File: src/rtl/sprite_pkg.sv
`default_nettype none
// ---------------------------------------------------------------------------
// sprite_pkg : shared widths, defaults and helpers for the sprite ROM arbiter
// Revision   : 1.0
// ---------------------------------------------------------------------------
package sprite_pkg;

  localparam int SPRITE_N_REQ   = 4;
  localparam int SPRITE_ADDR_W  = 19;
  localparam int SPRITE_DATA_W  = 8;
  localparam int SPRITE_ROM_LAT = 1;

  typedef logic [SPRITE_ADDR_W-1:0] sprite_addr_t;
  typedef logic [SPRITE_DATA_W-1:0] palette_idx_t;

  function automatic int unsigned wrap_inc(input int unsigned v, input int unsigned n);
    return (v + 1 >= n) ? 0 : v + 1;
  endfunction

endpackage
`default_nettype wire

File: src/rtl/sprite_rom_arbiter_rr_pick.sv
`default_nettype none
// ---------------------------------------------------------------------------
// rr_pick  : combinational round-robin picker, first valid at or after ptr
// Revision : 1.0
// ---------------------------------------------------------------------------
module rr_pick #(
  parameter int N_REQ = 4,
  parameter int PTR_W = $clog2(N_REQ)
) (
  input  logic [N_REQ-1:0] req,
  input  logic [PTR_W-1:0] ptr,
  output logic [N_REQ-1:0] grant,
  output logic [PTR_W-1:0] grant_idx
);

  logic           found;
  logic [PTR_W:0] pos;

  // One extra bit on pos so ptr+off can exceed N_REQ-1 before wrapping.
  always_comb begin
    grant     = '0;
    grant_idx = '0;
    found     = 1'b0;
    pos       = '0;
    for (int off = 0; off < N_REQ; off++) begin
      pos = {1'b0, ptr} + (PTR_W+1)'(off);
      if (pos >= (PTR_W+1)'(N_REQ)) begin
        pos = pos - (PTR_W+1)'(N_REQ);
      end
      if (!found && req[pos[PTR_W-1:0]]) begin
        found                  = 1'b1;
        grant[pos[PTR_W-1:0]]  = 1'b1;
        grant_idx              = pos[PTR_W-1:0];
      end
    end
  end

endmodule
`default_nettype wire

File: src/rtl/sprite_rom_arbiter.sv
`default_nettype none
// ---------------------------------------------------------------------------
// sprite_rom_arbiter : round-robin sharing of one sprite ROM among renderers
// Revision           : 1.0
// ---------------------------------------------------------------------------
module sprite_rom_arbiter
  import sprite_pkg::*;
#(
  parameter int N_REQ   = SPRITE_N_REQ,
  parameter int ADDR_W  = SPRITE_ADDR_W,
  parameter int DATA_W  = SPRITE_DATA_W,
  parameter int ROM_LAT = SPRITE_ROM_LAT
) (
  input  logic                    vga_clk,
  input  logic                    reset_n,
  input  logic                    frame_start,
  input  logic [N_REQ-1:0]        req_valid,
  input  logic [N_REQ*ADDR_W-1:0] req_addr,
  output logic [N_REQ-1:0]        req_ready,
  output logic [ADDR_W-1:0]       rom_address,
  output logic                    rom_en,
  input  logic [DATA_W-1:0]       rom_q,
  output logic [N_REQ-1:0]        rsp_valid,
  output logic [DATA_W-1:0]       rsp_data,
  output logic                    busy
);

  localparam int PTR_W = $clog2(N_REQ);

  logic [PTR_W-1:0]             ptr;
  logic [PTR_W-1:0]             ptr_next;
  logic [PTR_W-1:0]             grant_idx;
  logic [N_REQ-1:0]             grant;
  logic                         accept;
  logic [ROM_LAT:0][N_REQ-1:0]  tag_line;

  rr_pick #(
    .N_REQ (N_REQ),
    .PTR_W (PTR_W)
  ) u_pick (
    .req       (req_valid),
    .ptr       (ptr),
    .grant     (grant),
    .grant_idx (grant_idx)
  );

  assign req_ready = grant;
  assign accept    = |(req_valid & grant);
  assign ptr_next  = PTR_W'(wrap_inc(32'(grant_idx), N_REQ));
  assign busy      = |tag_line;

  always_ff @(posedge vga_clk or negedge reset_n) begin
    if (!reset_n) begin
      ptr         <= '0;
      rom_address <= '0;
      rom_en      <= 1'b0;
      rsp_valid   <= '0;
      rsp_data    <= '0;
      tag_line    <= '0;
    end else begin
      // frame_start wins over the accept's pointer advance, never the accept.
      if (frame_start) begin
        ptr <= '0;
      end else if (accept) begin
        ptr <= ptr_next;
      end

      rom_en <= accept;
      if (accept) begin
        rom_address <= req_addr[32'(grant_idx)*ADDR_W +: ADDR_W];
      end

      tag_line[0] <= accept ? grant : '0;
      for (int i = 1; i <= ROM_LAT; i++) begin
        tag_line[i] <= tag_line[i-1];
      end

      rsp_valid <= tag_line[ROM_LAT];
      if (|tag_line[ROM_LAT]) begin
        rsp_data <= rom_q;
      end
    end
  end

endmodule
`default_nettype wire

File: config.mk
export PLATFORM = sky130hd
export DESIGN_NAME = sprite_rom_arbiter
export DESIGN_NICKNAME = d
export VERILOG_FILES = /design/src/rtl/sprite_pkg.sv /design/src/rtl/sprite_rom_arbiter_rr_pick.sv /design/src/rtl/sprite_rom_arbiter.sv
export SDC_FILE = /design/constraint.sdc
export NUM_CORES = 1
export LEC_CHECK = 0
export BUFFER_PORTS_ARGS = -buffer_cell sky130_fd_sc_hd__buf_2
export CAP_MARGIN = 10
export CORE_MARGIN = 2
export CORE_UTILIZATION = 45
export DETAILED_ROUTE_END_ITERATION = 6
export GPL_ROUTABILITY_DRIVEN = 0
export PLACE_DENSITY = 0.79
export RECOVER_POWER = 100
export REMOVE_ABC_BUFFERS = 1
export SETUP_SLACK_MARGIN = 0.2
export SYNTH_ARGS = -nofsm -noshare
export SYNTH_HDL_FRONTEND = slang
export SYNTH_SLANG_ARGS = --single-unit
File: constraint.sdc
create_clock -name vga_clk -period 4.3 [get_ports vga_clk]
set_input_delay 0.43 -clock vga_clk [delete_from_list [all_inputs] [get_ports vga_clk]]
set_output_delay 0.43 -clock vga_clk [all_outputs]
set_load 0.02 [all_outputs]
Yosys cells after proc, flatten, opt, wreduce, memory -nomap -nowiden

Cells that the tools add are included.

Flip-flop bits (word level): 42
Output and inout port bits: 37
Word-level logic and storage cells: 83
Bits of input ports: 91

Bitwise gates (word level): 4
Reductions and logical operators: 14
Shifts and indexed selects: 1
Add/subtract/negate cells: 8
Mux-type cells: 35
$lt $le $gt $ge: 13
Multiply operators: 1

Operators by type and width:

| kind                                                                                | number |
|---|---|
| 76-bit by 8-bit indexed part select with 19-bit output                              | 1 |
| 2-bit 2-to-1 mux                                                                    | 11 |
| 4-bit 2-to-1 mux                                                                    | 5 |
| 3-bit greater-or-equal comparator, second input constant                            | 4 |
| 2-bit by 3-bit < comparator with 1-bit output, second input constant                | 4 |
| 4-bit bitwise OR                                                                    | 3 |
| 1-bit 2-to-1 mux                                                                    | 11 |
| 1-bit binary-select mux with 2-bit select                                           | 4 |
| 1-bit demux with 2-bit select                                                       | 4 |
| 2-bit by 1-bit greater-or-equal comparator with 1-bit output, second input constant | 4 |
| 4-bit OR reduction                                                                  | 2 |
| 8-bit OR reduction                                                                  | 1 |
| 2-bit by 1-bit subtractor with 2-bit output, second input constant                  | 4 |
| 1-bit logical AND                                                                   | 7 |
| 2-bit by 5-bit multiplier with 7-bit output, second input constant                  | 1 |
| 2-bit by 1-bit adder with 3-bit output, second input constant                       | 2 |
| 2-bit by 2-bit adder with 3-bit output, second input constant                       | 2 |
| 4-bit AND                                                                           | 1 |
| 2-bit by 3-bit greater-or-equal comparator with 1-bit output, second input constant | 1 |
| 1-bit logical NOT                                                                   | 3 |
| 2-bit nonzero test                                                                  | 1 |

Depth between registers and ports, before layout

Depth in word-level cells: 19
Depth in mapped cells: 12
Gate-level depth less buffers: 8

By module

Synthesis repeated with hierarchy kept, for this count alone.

Cells, all modules: 162
Area total of the unflattened synthesis: 2442.3 µm²

Modules (own cells, without submodules):

| module             | cells an instance | times used | sequential area each (µm²) | area each (µm²) |
|---|---|---|---|---|
| sprite_rom_arbiter | 114               | 1          | 1051.0                     | 2003.2 |
| rr_pick            | 48                | 1          | 0.0                        | 439.2 |

Worst setup path before layout

OpenSTA, ideal clock, no wires.

Kind: reg-to-reg
From: register ptr[0]
To: register rom_address[10]
Data arrival time: 3.015 ns
Library setup time: 0.125 ns
Slack: 1.160 ns
Cell stages (with the launch flop): 13
Buffers on the path: 4
Cells stage by stage: dfrtp_1 -> buf_6 -> buf_2 -> inv_1 -> ha_1 -> clkbuf_1 -> mux4_2 -> nand2_1 -> o21ai_1 -> a222oi_1 -> nand2_2 -> buf_4 -> mux2_4

Word-level cells in the longest chain between the ends: 16
Elaborated cells on any way between the ends: 67
Classes of those cells: add/sub: 7; mul: 1; order compare: 12; shift: 1; mux: 31; bitwise: 4; reduce/logical: 11

RTL lines:

| what                                                                            | RTL line                         | text |
|---|---|---|
| from (decl)                                                                     | sprite_rom_arbiter.sv:30         | `logic [PTR_W-1:0] ptr;` |
| from (signal assigned)                                                          | sprite_rom_arbiter.sv:65         | `ptr <= ptr_next;` |
| branches (longest 13 deep; another with 2-bit by 1-bit adder with 3-bit output) | --                               |  |
| 4-bit 2-to-1 mux *                                                              | sprite_rom_arbiter_rr_pick.sv:30 | `if (!found && req[pos[PTR_W-1:0]]) begin` |
| 4-bit AND *                                                                     | sprite_rom_arbiter.sv:48         | `assign accept = \|(req_valid & grant);` |
| 4-bit OR reduction *                                                            | sprite_rom_arbiter.sv:48         |  |
| net accept                                                                      | sprite_rom_arbiter.sv:34         | `logic accept;` |
| to (signal assigned)                                                            | sprite_rom_arbiter.sv:70         | `rom_address <= req_addr[32'(grant_idx)*ADDR_W +: ADDR_W];` |
| to (decl)                                                                       | sprite_rom_arbiter.sv:20         | `output logic [ADDR_W-1:0] rom_address,` |

Mark *: on every way through the listed nets, which the timed path passes. The select of a mux whose other input is x is not followed.
A chain may end at the register's enable or synchronous reset.

Worst setup path after layout

From: register ptr[1]
To: register rom_address[11]

Word-level cells in the longest chain between the ends: 16
Elaborated cells on any way between the ends: 67
Classes of those cells: add/sub: 7; mul: 1; order compare: 12; shift: 1; mux: 31; bitwise: 4; reduce/logical: 11

RTL lines:

| what |
|---|
| branches (longest 16 deep; another with 2-bit by 1-bit adder with 3-bit output) |

Parallel ways; which one is timed is not known. The select of a mux whose other input is x is not followed.

==> flow_summary.toml <==
[power_and_ir_drop]
power.density_nw_per_um2 = 812
p_comb_share_pct = 62.2
intPower_mw = 1.50
clkPwrFrac_pct = 11.7
p_leak_nw = 1.48
seq_power_share_pct = 26.1
irDropWorstVdd_mv = 0.385
p_switching_mw = 1.16
netSwitchingFraction_pct = 43.6

[synth]
yosysWarnings = 0
ys_ff_latch = 42
syn_avg_cell_area_um2 = 13.0
synthCells = 199
synth-seq-area-share_pct = 40.7
netlist_area_um2 = 2580
synth_cell_types = 37

[sta]
setup_tns_ps = 0
rsz0062_at_grt = "no"
hold_slack_ps = 371
finalHoldViolCount = 0
worst_slack_ps = 809
fmax_mhz = 286
fin_crit_ps = 3490
setup_viol = 0
worst_slew_pin_slew_ps = 2150
slew_viol_final = 43
period_share_pct = 81.2
worst_clock_skew_ps = 4.06
relSlewSlack_pct = -43.3

[drt]
drc_errors = 0
detail_route.wl_per_cell_um = 16.9
routed_wl_mm = 6.65
ant_nets = 0
via_per_inst = 5.47
drtIter0Drc = 113
vias = 2156
firstDrtPassIters = 4

[cells_and_area]
diodes = 0
nNetsFinal = 419
area_growth_pct = 27.1
drive_gt1_share_pct = 43.5
num-fill-cells = 468
instances_no_fill = 394
final_util_pct = 59.5

[cts]
cts_setup_buffers = 0
cts_resized = 0
cts_buffer_depth = 2
cts_tree = "done"
path_clk_slew_ps = 70
clock-sinks = 42
clk_latency_ps = 290
htreeDepth = 2
cts_inserted_buffers = 5
clockRootBuffer = "clkbuf_8"
ctsHoldBuffers = 0

[grt]
grt_start_max_net_pins = 43
grt_pass1_wl_mm = 10.0
grt_pass1_vias = 2051
grtUsageTotal_pct = 20.6
grt_overflow = 0
antenna_found_initial = 0

[hold_path]
hold_path.class = "input pin to flip-flop"
worstHoldEndpoint = "rsp_data[0]$_DFFE_PN0P_"
min_from = "rom_q[0]"
hold_depth = 2

[critical_path]
max_stage_delay_ps = 640
slowest_stage = "dfrtp_1"
cp.arrival_ps = 3660
r2r-start = "ptr[1]$_DFFE_PN0P_"
path_max_fanout = 26
r2r_slack_ps = 810
cp_cell_sequence = "inv_1 > ha_1 > mux4_2 > nand2_1 > o21ai_1 > a222oi_1 > nand2_2 > mux2_1"
startpoint_type = "flip-flop"
critPathRequiredTime_ps = 4470
crit_type = "flip-flop to flip-flop"
reg2reg_to = "rom_address[11]$_DFFE_PN0P_"
crit_path_end_kind = "flip-flop"
rr_worst_depth = 8

[place]
dp.cells = 387
dp_hpwl_mm = 5.09
io_buffers = 127
pre_cts_slack_ps = 817

[flow_run]
drv_cap = 1

[run_status]
violations = "max-capacitance violations, max-slew violations"
status = "complete, but fails checks"

[floorplanning]
design.die.area_um2 = 6360
io_pins = 128
die_y_um = 79.7
initial_core_util_pct = 46.9
core_region_area_um2 = 5510
rows = 27
dieWidth_um = 79.7
-- cell usage after synthesis --
cell type / instances / area [µm²]
a211oi_1: 1 / 7.51
a21boi_0: 2 / 15.0
a21oi_1: 6 / 30.0
a221o_1: 1 / 10.0
a221oi_1: 2 / 17.5
a222oi_1: 1 / 10.0
a22oi_1: 4 / 30.0
a31o_2: 2 / 17.5
and2_1: 4 / 25.0
and3b_1: 1 / 8.76
buf_2: 5 / 25.0
buf_4: 1 / 7.51
buf_6: 2 / 22.5
clkbuf_1: 7 / 26.3
dfrtp_1: 42 / 1050
ha_1: 6 / 75.1
inv_1: 2 / 7.51
mux2_2: 15 / 169
mux2_4: 13 / 195
mux2i_1: 6 / 60.1
mux4_2: 22 / 495
nand2_1: 19 / 71.3
nand2_2: 1 / 6.26
nand2b_1: 2 / 12.5
nand3_1: 2 / 10.0
nand3b_1: 1 / 7.51
nand4b_1: 1 / 8.76
nor2_1: 6 / 22.5
nor2b_1: 3 / 18.8
nor3_1: 4 / 20.0
nor3b_1: 3 / 22.5
nor4_1: 2 / 12.5
o21ai_0: 6 / 30.0
o21ai_1: 1 / 5.00
o22a_1: 1 / 8.76
o41ai_1: 1 / 8.76
xor2_1: 1 / 8.76
-- cells by family after synthesis --
kind of cell	share of synthesized area [%]
AOI/OAI and AO/OA	7.37
xor gates and xnor gates	0.340
adders and majority gates	2.91
buffers and inverters	3.44
DFF	40.7
muxes	35.6
and+or+nand+nor	9.55
-- per-stage QoR --
step	power, mW	instance area (µm²)
after floorplan	2.07	2500
after global placement	2.51	3270
after detailed placement	2.57	3270
after CTS	2.89	3380
after global routing	2.84	3280
final	2.66	3280
-- cell type report --
cell class,instances,area [µm²],share of cell area [%]
Multi-Input combinational cell,140,1400,42.8
Sequential cell,42,1050,32.1
Timing Repair Buffer,131,614,18.7
Tap cell,72,90.1,2.75
Clock buffer,6,82.6,2.52
Clock inverter,1,30.0,0.916
Inverter,2,7.51,0.229
-- cells in the final DEF, fill, tap and decap left out, types with 2 or more instances in the layout --
| cell type | synthesis | final |
|---|---|---|
| mux2_2 | 15 | 14 |
| nor2_1 | 6 | 6 |
| mux2i_1 | 6 | 6 |
| a221oi_1 | 2 | 2 |
| nand2b_1 | 2 | 2 |
| a22oi_1 | 4 | 4 |
| buf_4 | 1 | 3 |
| nor2b_1 | 3 | 3 |
| o21ai_0 | 6 | 5 |
| mux2_1 | 0 | 14 |
| a21boi_0 | 2 | 2 |
| and2_1 | 4 | 3 |
| nor4_1 | 2 | 2 |
| nand2_1 | 19 | 19 |
| clkbuf_8 | 0 | 6 |
| a21oi_1 | 6 | 6 |
| buf_2 | 5 | 89 |
| nor3_1 | 4 | 4 |
| a31o_2 | 2 | 2 |
| nand3_1 | 2 | 2 |
| dfrtp_1 | 42 | 42 |
| ha_1 | 6 | 6 |
| clkbuf_1 | 7 | 39 |
| mux4_2 | 22 | 22 |
| nor3b_1 | 3 | 3 |
| inv_1 | 2 | 2 |
-- worst max path at each step --
| stage | from | end | slack (ps) | depth (start not counted) |
|---|---|---|---|---|
| 2_1_floorplan | ptr[0]$_DFFE_PN0P_ | rom_address[0]$_DFFE_PN0P_ | -910 | 8 |
| 3_3_place_gp | ptr[1]$_DFFE_PN0P_ | rom_address[5]$_DFFE_PN0P_ | 960 | 8 |
| 3_5_place_dp | ptr[1]$_DFFE_PN0P_ | rom_address[11]$_DFFE_PN0P_ | 820 | 8 |
| 4_1_cts | ptr[1]$_DFFE_PN0P_ | rom_address[11]$_DFFE_PN0P_ | 790 | 8 |
| 5_1_grt | ptr[1]$_DFFE_PN0P_ | rom_address[11]$_DFFE_PN0P_ | 550 | 8 |
| 6_report | ptr[1]$_DFFE_PN0P_ | rom_address[11]$_DFFE_PN0P_ | 810 | 8 |
-- power groups by stage --
stage          clock (mW)  sequential (mW)  combinational [mW]
2_1_floorplan           0            0.896                1.18
3_3_place_gp            0            0.684                1.82
3_5_place_dp            0            0.702                1.87
4_1_cts             0.315            0.694                1.88
5_1_grt             0.325            0.721                1.79
6_report            0.311            0.696                1.66
-- per-layer routing --
layer | up-vias | global-route usage (%) | routed length [µm]
li1 | 998 | - | -
met5 | - | 0 | 0
met1 | 1048 | 25.4 | 2580
met4 | 0 | 5.17 | 70
met2 | 103 | 37.3 | 3520
met3 | 7 | 3.62 | 483
-- worst max-delay path, delay by kind of cell, from the launching register on --
family	cells	cell delay, ps
AO/OA/AOI/OAI	2	610
buffers and inverters	1	180
flip-flops	1	640
AND/OR/NAND/NOR	2	580
multiplexers	2	880
adder cells (fa/ha/maj)	1	480
-- flip-flops by register name (all words and copies together), names as in the netlist --
signal and cells:
rsp_valid 4, ptr 2, tag_line 8, rom_en 1, rsp_data 8, rom_address 19
No activity file was read; power rests on OpenSTA's default activity.
